--- src/rtl/oled_page_scheduler_if.sv ---
// Purpose: bundles the control, frame-BRAM and SPI byte-stream signals of the OLED page scheduler.
// Ports:   master = host/display side (drives en, dirty strobes, BRAM data, spi_ready);
//          slave  = scheduler (drives BRAM address, SPI byte stream, status).
interface oled_page_scheduler_if #(
    parameter int NUM_PAGES = 4,
    parameter int COLS      = 128,
    parameter int ADDR_W    = 10
);
    localparam int PAGE_W = (NUM_PAGES > 1) ? $clog2(NUM_PAGES) : 1;

    logic                 en;
    logic                 dirty_set;
    logic [PAGE_W-1:0]    dirty_page;
    logic                 full_refresh;
    logic [ADDR_W-1:0]    bram_addr;
    logic [7:0]           bram_data;
    logic [7:0]           spi_byte;
    logic                 spi_dc;
    logic                 spi_valid;
    logic                 spi_ready;
    logic                 busy;
    logic                 fin;
    logic [NUM_PAGES-1:0] dirty;

    modport master (
        output en, dirty_set, dirty_page, full_refresh, bram_data, spi_ready,
        input  bram_addr, spi_byte, spi_dc, spi_valid, busy, fin, dirty
    );

    modport slave (
        input  en, dirty_set, dirty_page, full_refresh, bram_data, spi_ready,
        output bram_addr, spi_byte, spi_dc, spi_valid, busy, fin, dirty
    );
endinterface

--- src/rtl/oled_page_scheduler.sv ---
// Purpose: incremental OLED refresh; sends addressing commands then COLS BRAM bytes for each dirty page, lowest index first.
// Latency: EN & dirty -> first byte offered 2 cycles later; each data byte costs RD/WT/DT (3 cycles) minimum.
// Backpressure: every offered byte is held (value and DC stable) until spi_ready accepts it; EN low only parks after the current page.
// Ports: clk, rst (sync, active-high), bus = oled_page_scheduler_if.slave (control strobes, BRAM port, SPI byte stream, status).
module oled_page_scheduler #(
    parameter int NUM_PAGES = 4,
    parameter int COLS      = 128,
    parameter int ADDR_W    = 10
) (
    input  logic                  clk,
    input  logic                  rst,
    oled_page_scheduler_if.slave  bus
);
    localparam int PAGE_W = (NUM_PAGES > 1) ? $clog2(NUM_PAGES) : 1;
    localparam int COL_W  = (COLS > 1) ? $clog2(COLS) : 1;

    typedef enum logic [3:0] {
        S_IDLE, S_PICK, S_C0, S_C1, S_C2, S_C3, S_C4, S_C5, S_RD, S_WT, S_DT, S_NX
    } state_t;

    state_t               state;
    state_t               state_nxt;
    logic [NUM_PAGES-1:0] bitmap;
    logic [NUM_PAGES-1:0] bitmap_nxt;
    logic [PAGE_W-1:0]    pg;
    logic [PAGE_W-1:0]    pick_idx;
    logic [COL_W-1:0]     col;
    logic [ADDR_W-1:0]    bram_addr_q;
    logic [7:0]           data_q;
    logic                 accept;
    logic                 last_col;

    // pg*COLS + col, truncated; reduces to {pg, col} when COLS is a power of two.
    function automatic logic [ADDR_W-1:0] page_addr(input logic [PAGE_W-1:0] p,
                                                    input logic [COL_W-1:0]  c);
        logic [31:0] a;
        a = 32'(p) * 32'(COLS) + 32'(c);
        return a[ADDR_W-1:0];
    endfunction

    assign accept   = bus.spi_valid && bus.spi_ready;
    assign last_col = (col == COL_W'(COLS - 1));

    // Lowest dirty index: scan downward so the lowest set bit is written last.
    always_comb begin
        pick_idx = '0;
        for (int i = NUM_PAGES - 1; i >= 0; i--) begin
            if (bitmap[i]) pick_idx = PAGE_W'(i);
        end
    end

    // Sets are OR-ed after the PICK clear so a same-cycle set re-queues the page.
    always_comb begin
        logic [NUM_PAGES-1:0] clr;
        logic [NUM_PAGES-1:0] set;
        clr = '0;
        set = '0;
        if (state == S_PICK) clr = NUM_PAGES'(1) << pick_idx;
        if (bus.full_refresh) set = '1;
        else if (bus.dirty_set) set = NUM_PAGES'(1) << bus.dirty_page;
        bitmap_nxt = (bitmap & ~clr) | set;
    end

    always_ff @(posedge clk) begin
        if (rst) state <= S_IDLE;
        else     state <= state_nxt;
    end

    always_comb begin
        state_nxt = state;
        case (state)
            S_IDLE: if (bus.en && (|bitmap)) state_nxt = S_PICK;
            S_PICK: state_nxt = S_C0;
            S_C0:   if (accept) state_nxt = S_C1;
            S_C1:   if (accept) state_nxt = S_C2;
            S_C2:   if (accept) state_nxt = S_C3;
            S_C3:   if (accept) state_nxt = S_C4;
            S_C4:   if (accept) state_nxt = S_C5;
            S_C5:   if (accept) state_nxt = S_RD;
            S_RD:   state_nxt = S_WT;
            S_WT:   state_nxt = S_DT;
            S_DT:   if (accept) state_nxt = last_col ? S_NX : S_RD;
            S_NX:   state_nxt = (bus.en && (|bitmap)) ? S_PICK : S_IDLE;
            default: state_nxt = S_IDLE;
        endcase
    end

    // Datapath registers; the BRAM address is loaded on entry to RD so it is stable
    // for the read edge at the end of RD, and data lands in data_q at the end of WT.
    always_ff @(posedge clk) begin
        if (rst) begin
            bitmap      <= '0;
            pg          <= '0;
            col         <= '0;
            bram_addr_q <= '0;
            data_q      <= '0;
        end else begin
            bitmap <= bitmap_nxt;
            if (state == S_PICK) pg <= pick_idx;
            if (state == S_C5 && accept) begin
                col         <= '0;
                bram_addr_q <= page_addr(pg, '0);
            end
            if (state == S_DT && accept) begin
                if (last_col) begin
                    col <= '0;
                end else begin
                    col         <= col + COL_W'(1);
                    bram_addr_q <= page_addr(pg, col + COL_W'(1));
                end
            end
            if (state == S_WT) data_q <= bus.bram_data;
        end
    end

    // Outputs decode from registered state only, so they hold steady while a byte waits.
    always_comb begin
        bus.spi_valid = 1'b0;
        bus.spi_dc    = 1'b0;
        bus.spi_byte  = 8'h00;
        case (state)
            S_C0: begin bus.spi_valid = 1'b1; bus.spi_byte = 8'h22;         end
            S_C1: begin bus.spi_valid = 1'b1; bus.spi_byte = 8'(pg);        end
            S_C2: begin bus.spi_valid = 1'b1; bus.spi_byte = 8'(pg);        end
            S_C3: begin bus.spi_valid = 1'b1; bus.spi_byte = 8'h21;         end
            S_C4: begin bus.spi_valid = 1'b1; bus.spi_byte = 8'h00;         end
            S_C5: begin bus.spi_valid = 1'b1; bus.spi_byte = 8'(COLS - 1);  end
            S_DT: begin bus.spi_valid = 1'b1; bus.spi_dc = 1'b1; bus.spi_byte = data_q; end
            default: ;
        endcase
        bus.busy      = (state != S_IDLE);
        bus.fin       = (state == S_NX) && (bitmap == '0);
        bus.dirty     = bitmap;
        bus.bram_addr = bram_addr_q;
    end
endmodule

--- src/flat_wrapper.sv ---
// flat-port wrapper written by rule: the top's interface ports become plain ports
module oled_page_scheduler_flat 
#(
    parameter int NUM_PAGES = 4,
    parameter int COLS      = 128,
    parameter int ADDR_W    = 10
)
  (clk, rst, bus_en, bus_dirty_set, bus_dirty_page, bus_full_refresh, bus_bram_data, bus_spi_ready, bus_bram_addr, bus_spi_byte, bus_spi_dc, bus_spi_valid, bus_busy, bus_fin, bus_dirty);
  oled_page_scheduler_if #(.NUM_PAGES(NUM_PAGES), .COLS(COLS), .ADDR_W(ADDR_W)) bus_i ();
  input  logic clk;
  input  logic rst;
  input wire logic [$bits(bus_i.en)-1:0] bus_en;
  input wire logic [$bits(bus_i.dirty_set)-1:0] bus_dirty_set;
  input wire logic [$bits(bus_i.dirty_page)-1:0] bus_dirty_page;
  input wire logic [$bits(bus_i.full_refresh)-1:0] bus_full_refresh;
  input wire logic [$bits(bus_i.bram_data)-1:0] bus_bram_data;
  input wire logic [$bits(bus_i.spi_ready)-1:0] bus_spi_ready;
  output wire logic [$bits(bus_i.bram_addr)-1:0] bus_bram_addr;
  output wire logic [$bits(bus_i.spi_byte)-1:0] bus_spi_byte;
  output wire logic [$bits(bus_i.spi_dc)-1:0] bus_spi_dc;
  output wire logic [$bits(bus_i.spi_valid)-1:0] bus_spi_valid;
  output wire logic [$bits(bus_i.busy)-1:0] bus_busy;
  output wire logic [$bits(bus_i.fin)-1:0] bus_fin;
  output wire logic [$bits(bus_i.dirty)-1:0] bus_dirty;
  assign bus_i.en = bus_en;
  assign bus_i.dirty_set = bus_dirty_set;
  assign bus_i.dirty_page = bus_dirty_page;
  assign bus_i.full_refresh = bus_full_refresh;
  assign bus_i.bram_data = bus_bram_data;
  assign bus_i.spi_ready = bus_spi_ready;
  assign bus_bram_addr = bus_i.bram_addr;
  assign bus_spi_byte = bus_i.spi_byte;
  assign bus_spi_dc = bus_i.spi_dc;
  assign bus_spi_valid = bus_i.spi_valid;
  assign bus_busy = bus_i.busy;
  assign bus_fin = bus_i.fin;
  assign bus_dirty = bus_i.dirty;
  oled_page_scheduler #(.NUM_PAGES(NUM_PAGES), .COLS(COLS), .ADDR_W(ADDR_W)) u_core (.clk(clk), .rst(rst), .bus(bus_i));
endmodule
--- config.mk ---
export PLATFORM = sky130hd
export DESIGN_NAME = oled_page_scheduler_flat
export DESIGN_NICKNAME = d
export VERILOG_FILES = /design/src/rtl/oled_page_scheduler_if.sv /design/src/rtl/oled_page_scheduler.sv /design/src/flat_wrapper.sv
export SDC_FILE = /design/constraint.sdc
export NUM_CORES = 1
export LEC_CHECK = 0
export CORE_ASPECT_RATIO = 1.5
export CORE_MARGIN = 2
export CORE_UTILIZATION = 33
export DETAILED_ROUTE_END_ITERATION = 8
export GPL_ROUTABILITY_DRIVEN = 0
export PLACE_DENSITY = 0.64
export SETUP_SLACK_MARGIN = 0.05
export SLEW_MARGIN = 20
export SYNTH_ARGS = -nofsm -noshare
export SYNTH_HDL_FRONTEND = slang
export SYNTH_SLANG_ARGS = --single-unit
--- constraint.sdc ---
create_clock -name clk -period 2.7 [get_ports clk]
set_clock_uncertainty 0.2 [all_clocks]
set_input_delay 0.405 -clock clk [delete_from_list [all_inputs] [get_ports clk]]
set_output_delay 0.405 -clock clk [all_outputs]
set_load 0.02 [all_outputs]
==> impl_results.md <==
- Setup total negative slack: 0 ps
- Vias: 1726
- Area occupied by multi-input gates: 1000 µm²
- WL met3: 218 µm
- Tot GR Track Use: 0.157
- Die width: 64.0 µm
- Xor-xnor portion of the synthesized cell area: 0.0196
- Simple-Gate Fraction of Synth Area: 0.277
- Synth warnings: 0
- Final core utilization: 0.464
- DP HPWL: 3050 µm
- Post-route DRC violation count: 0
- Vias/cell: 5.23
- Core Footprint: 0.00516 mm²
- Main combinational cell family by area after synthesis: simple AND/OR/NAND/NOR gates
- Final global-route overflow total: 0
- Setup ws final: 178 ps
- Reg2Reg Depth: 5
- Count of flip-flops with a built-in enable after synthesis: 0
- Hold Path Class: reg2reg
- Ys flop type: dfxtp_1
- Number of CTS-inserted buffers: 5
- Asr flop ratio synth: 0
- Multiplexer share of the synthesized area: 0.0112
- Hold Violations, Final: 0
- DP Worst Slack: 249 ps
- Synth top area share: 0.393
- Sink Count: 35
- FF-to-FF End: u_core.bus.dirty[2]
- Tmin final: 2520 ps
- Post-synthesis compound-gate area fraction: 0.241
- Setup crit start: u_core.state[2]
- Initial core utilization: 0.345
- Commonest cells in the synthesized netlist: nand2_1, dfxtp_1, a21oi_1
- Synth area leaders: dfxtp_1, nand2_1, a21oi_1
- Count leader, synth: nand2_1
- PostCTS Resize Cnt: 3
- Worst-Margin Slew: 616 ps
- ANT cells: 0
- Post-synthesis register bit count: 35
- Leak pwr: 0.869 nW
- RR Startpoint: u_core.state[3]
- Post-Route WL: 4270 µm
- Clock Path Buffers: 2
- Worst vdd ir: 0.000530 V
- Std cell rows: 32
- Setup bufs post-CTS: 0
- WL met2: 2160 µm
- Largest area contributor in the netlist: dfxtp_1
- Die height: 94.0 µm
- # IOs: 42
- WS Path Type: reg2out
- Clock transition at the registers of the reported paths: 70 ps
- Worst setup SP type: flip-flop
- Clock latency on the worst-skew pair: 290 ps
- FMAX: 396 MHz
- Layout cells sized above 1: 0.0840
- Clk root buf: clkbuf_8
- Worst path slowest cell: clkdlybuf4s50_1
- Layout area overhead: 34.5%
- CTS tree: done
- Post-route ant nets: 0
- Arr. time, crit path: 1920 ps
- WL per Instance: 12.9 µm
- Critical path capture point: bus_spi_byte[0]
- M1 WL: 1820 µm
- Drt pass-1 iters: 4
- Worst Path Required: 2100 ps
- Syn_area_per_cell: 8.03 µm²
- Largest net degree at the start of global routing: 26
- Endpoint class of the critical path: output pin
- Final setup viols: 0
- First DRT Iteration DRCs: 70
- HP Start: u_core.data_q[7]
- Synth cell types: 50
- Initial antenna violation count: 0
- Fill cell count: 511
- Status: finished, final reports clean
- Synthesized Nets: 239
- RSZ-0062 raised after global routing: false
- Synthesized area: 0.00178 mm²
- Max incr delay on CP: 600 ps
- Worst-path cell chain: and4bb_4 > a22o_1 > clkdlybuf4s50_1
- Synth Instances: 222
- Worst R2R Setup Slack: 540 ps
- IO buf count: 41
- Vias in the first global route: 1654
- Nets: 278
- Maxcap violations: 0
- Adder-cell area share of the yosys netlist: 0.00702
- Sequential area share after synthesis: 0.393
- Max layer used: met4
- Fin. max-slew vios: 0
- H-Tree Depth: 2
- Sequential Area: 707 µm²
- Slew HR: 0.584
- Die ar.: 0.00602 mm²
- P per Cell Area: 682 mW/mm²
- Crit-path max FO: 17
- Period utilization: 0.934
- Hold buffer count at CTS: 0
- Global-route wire length before repair: 7420 µm
-- cells in the final DEF, fill, tap and decap left out, drive strengths merged, types with 3 or more instances in the layout --
| cell | count |
|---|---|
| nand2b | 6 |
| o2bb2ai | 3 |
| nor3b | 3 |
| nor2b | 3 |
| and2 | 3 |
| inv | 6 |
| nand3 | 6 |
| or3 | 3 |
| a31oi | 3 |
| clkdlybuf4s50 | 40 |
| buf | 5 |
| nor3 | 3 |
| a221oi | 3 |
| nand4b | 3 |
| o21ai | 10 |
| a21oi | 23 |
| a22o | 7 |
| dfxtp | 35 |
| nand2 | 36 |
| nor2 | 17 |
| clkbuf | 6 |
-- final cells by class --
cell class                      count  share of cell area
Clock buffer                        6              0.0303
Tap cell                           68              0.0355
Multi-Input combinational cell    167               0.417
Timing Repair Buffer               46               0.188
Inverter                            6             0.00939
Clock inverter                      2              0.0251
Sequential cell                    35               0.295
-- flip-flops by register name, summed over array words and instances (netlist names) --
register and flops:
u_core.state 4, u_core.bus.bram_addr 10, u_core.pg 2, u_core.bus.dirty 4, u_core.col 7, u_core.data_q 8
-- metrics by stage --
step                      cell area (µm²)  std cells  hold slack [ps]  power [mW]
final                                2400        330              254        1.64
after global routing                 2400        330              275        1.73
after CTS                            2380        330              256        1.64
after detailed placement             2250        322              246        1.08
after global placement               2250        322              241        1.08
after floorplan                      1780        222              232       0.931
-- cells by family after synthesis --
kind of cell,Yosys count
buffers and inverters,20
flip-flops,35
adder cells (fa/ha/maj),1
multiplexers,2
AND/OR/NAND/NOR,95
AO/OA/AOI/OAI,65
XOR/XNOR,4
-- worst min-delay path by stage --
| stage | endpoint | cells after the start |
|---|---|---|
| after floorplan | u_core.data_q[7] | 2 |
| after global placement | u_core.data_q[7] | 2 |
| after detailed placement | u_core.data_q[7] | 2 |
| after CTS | u_core.data_q[7] | 2 |
| after global routing | u_core.data_q[4] | 2 |
| final | u_core.data_q[7] | 2 |
-- critical path, delay by kind of cell (launching register included) --
family	cells	cell delay [ps]
AO/OA/AOI/OAI	1	170
buffers and inverters	1	600
flip-flops	1	400
AND/OR/NAND/NOR	1	450
-- where the power goes --
group	switching, mW	total (mW)	internal (mW)
sequential	0.0846	0.634	0.549
combinational	0.220	0.442	0.222
clock	0.191	0.560	0.369
-- layer usage --
metal / GRT usage / up-vias
li1: - / 876
met4: 0.0725 / 0
met1: 0.195 / 785
met3: 0.0372 / 8
met2: 0.253 / 57
met5: 0 / -
Power figures use the tool's default switching activity.
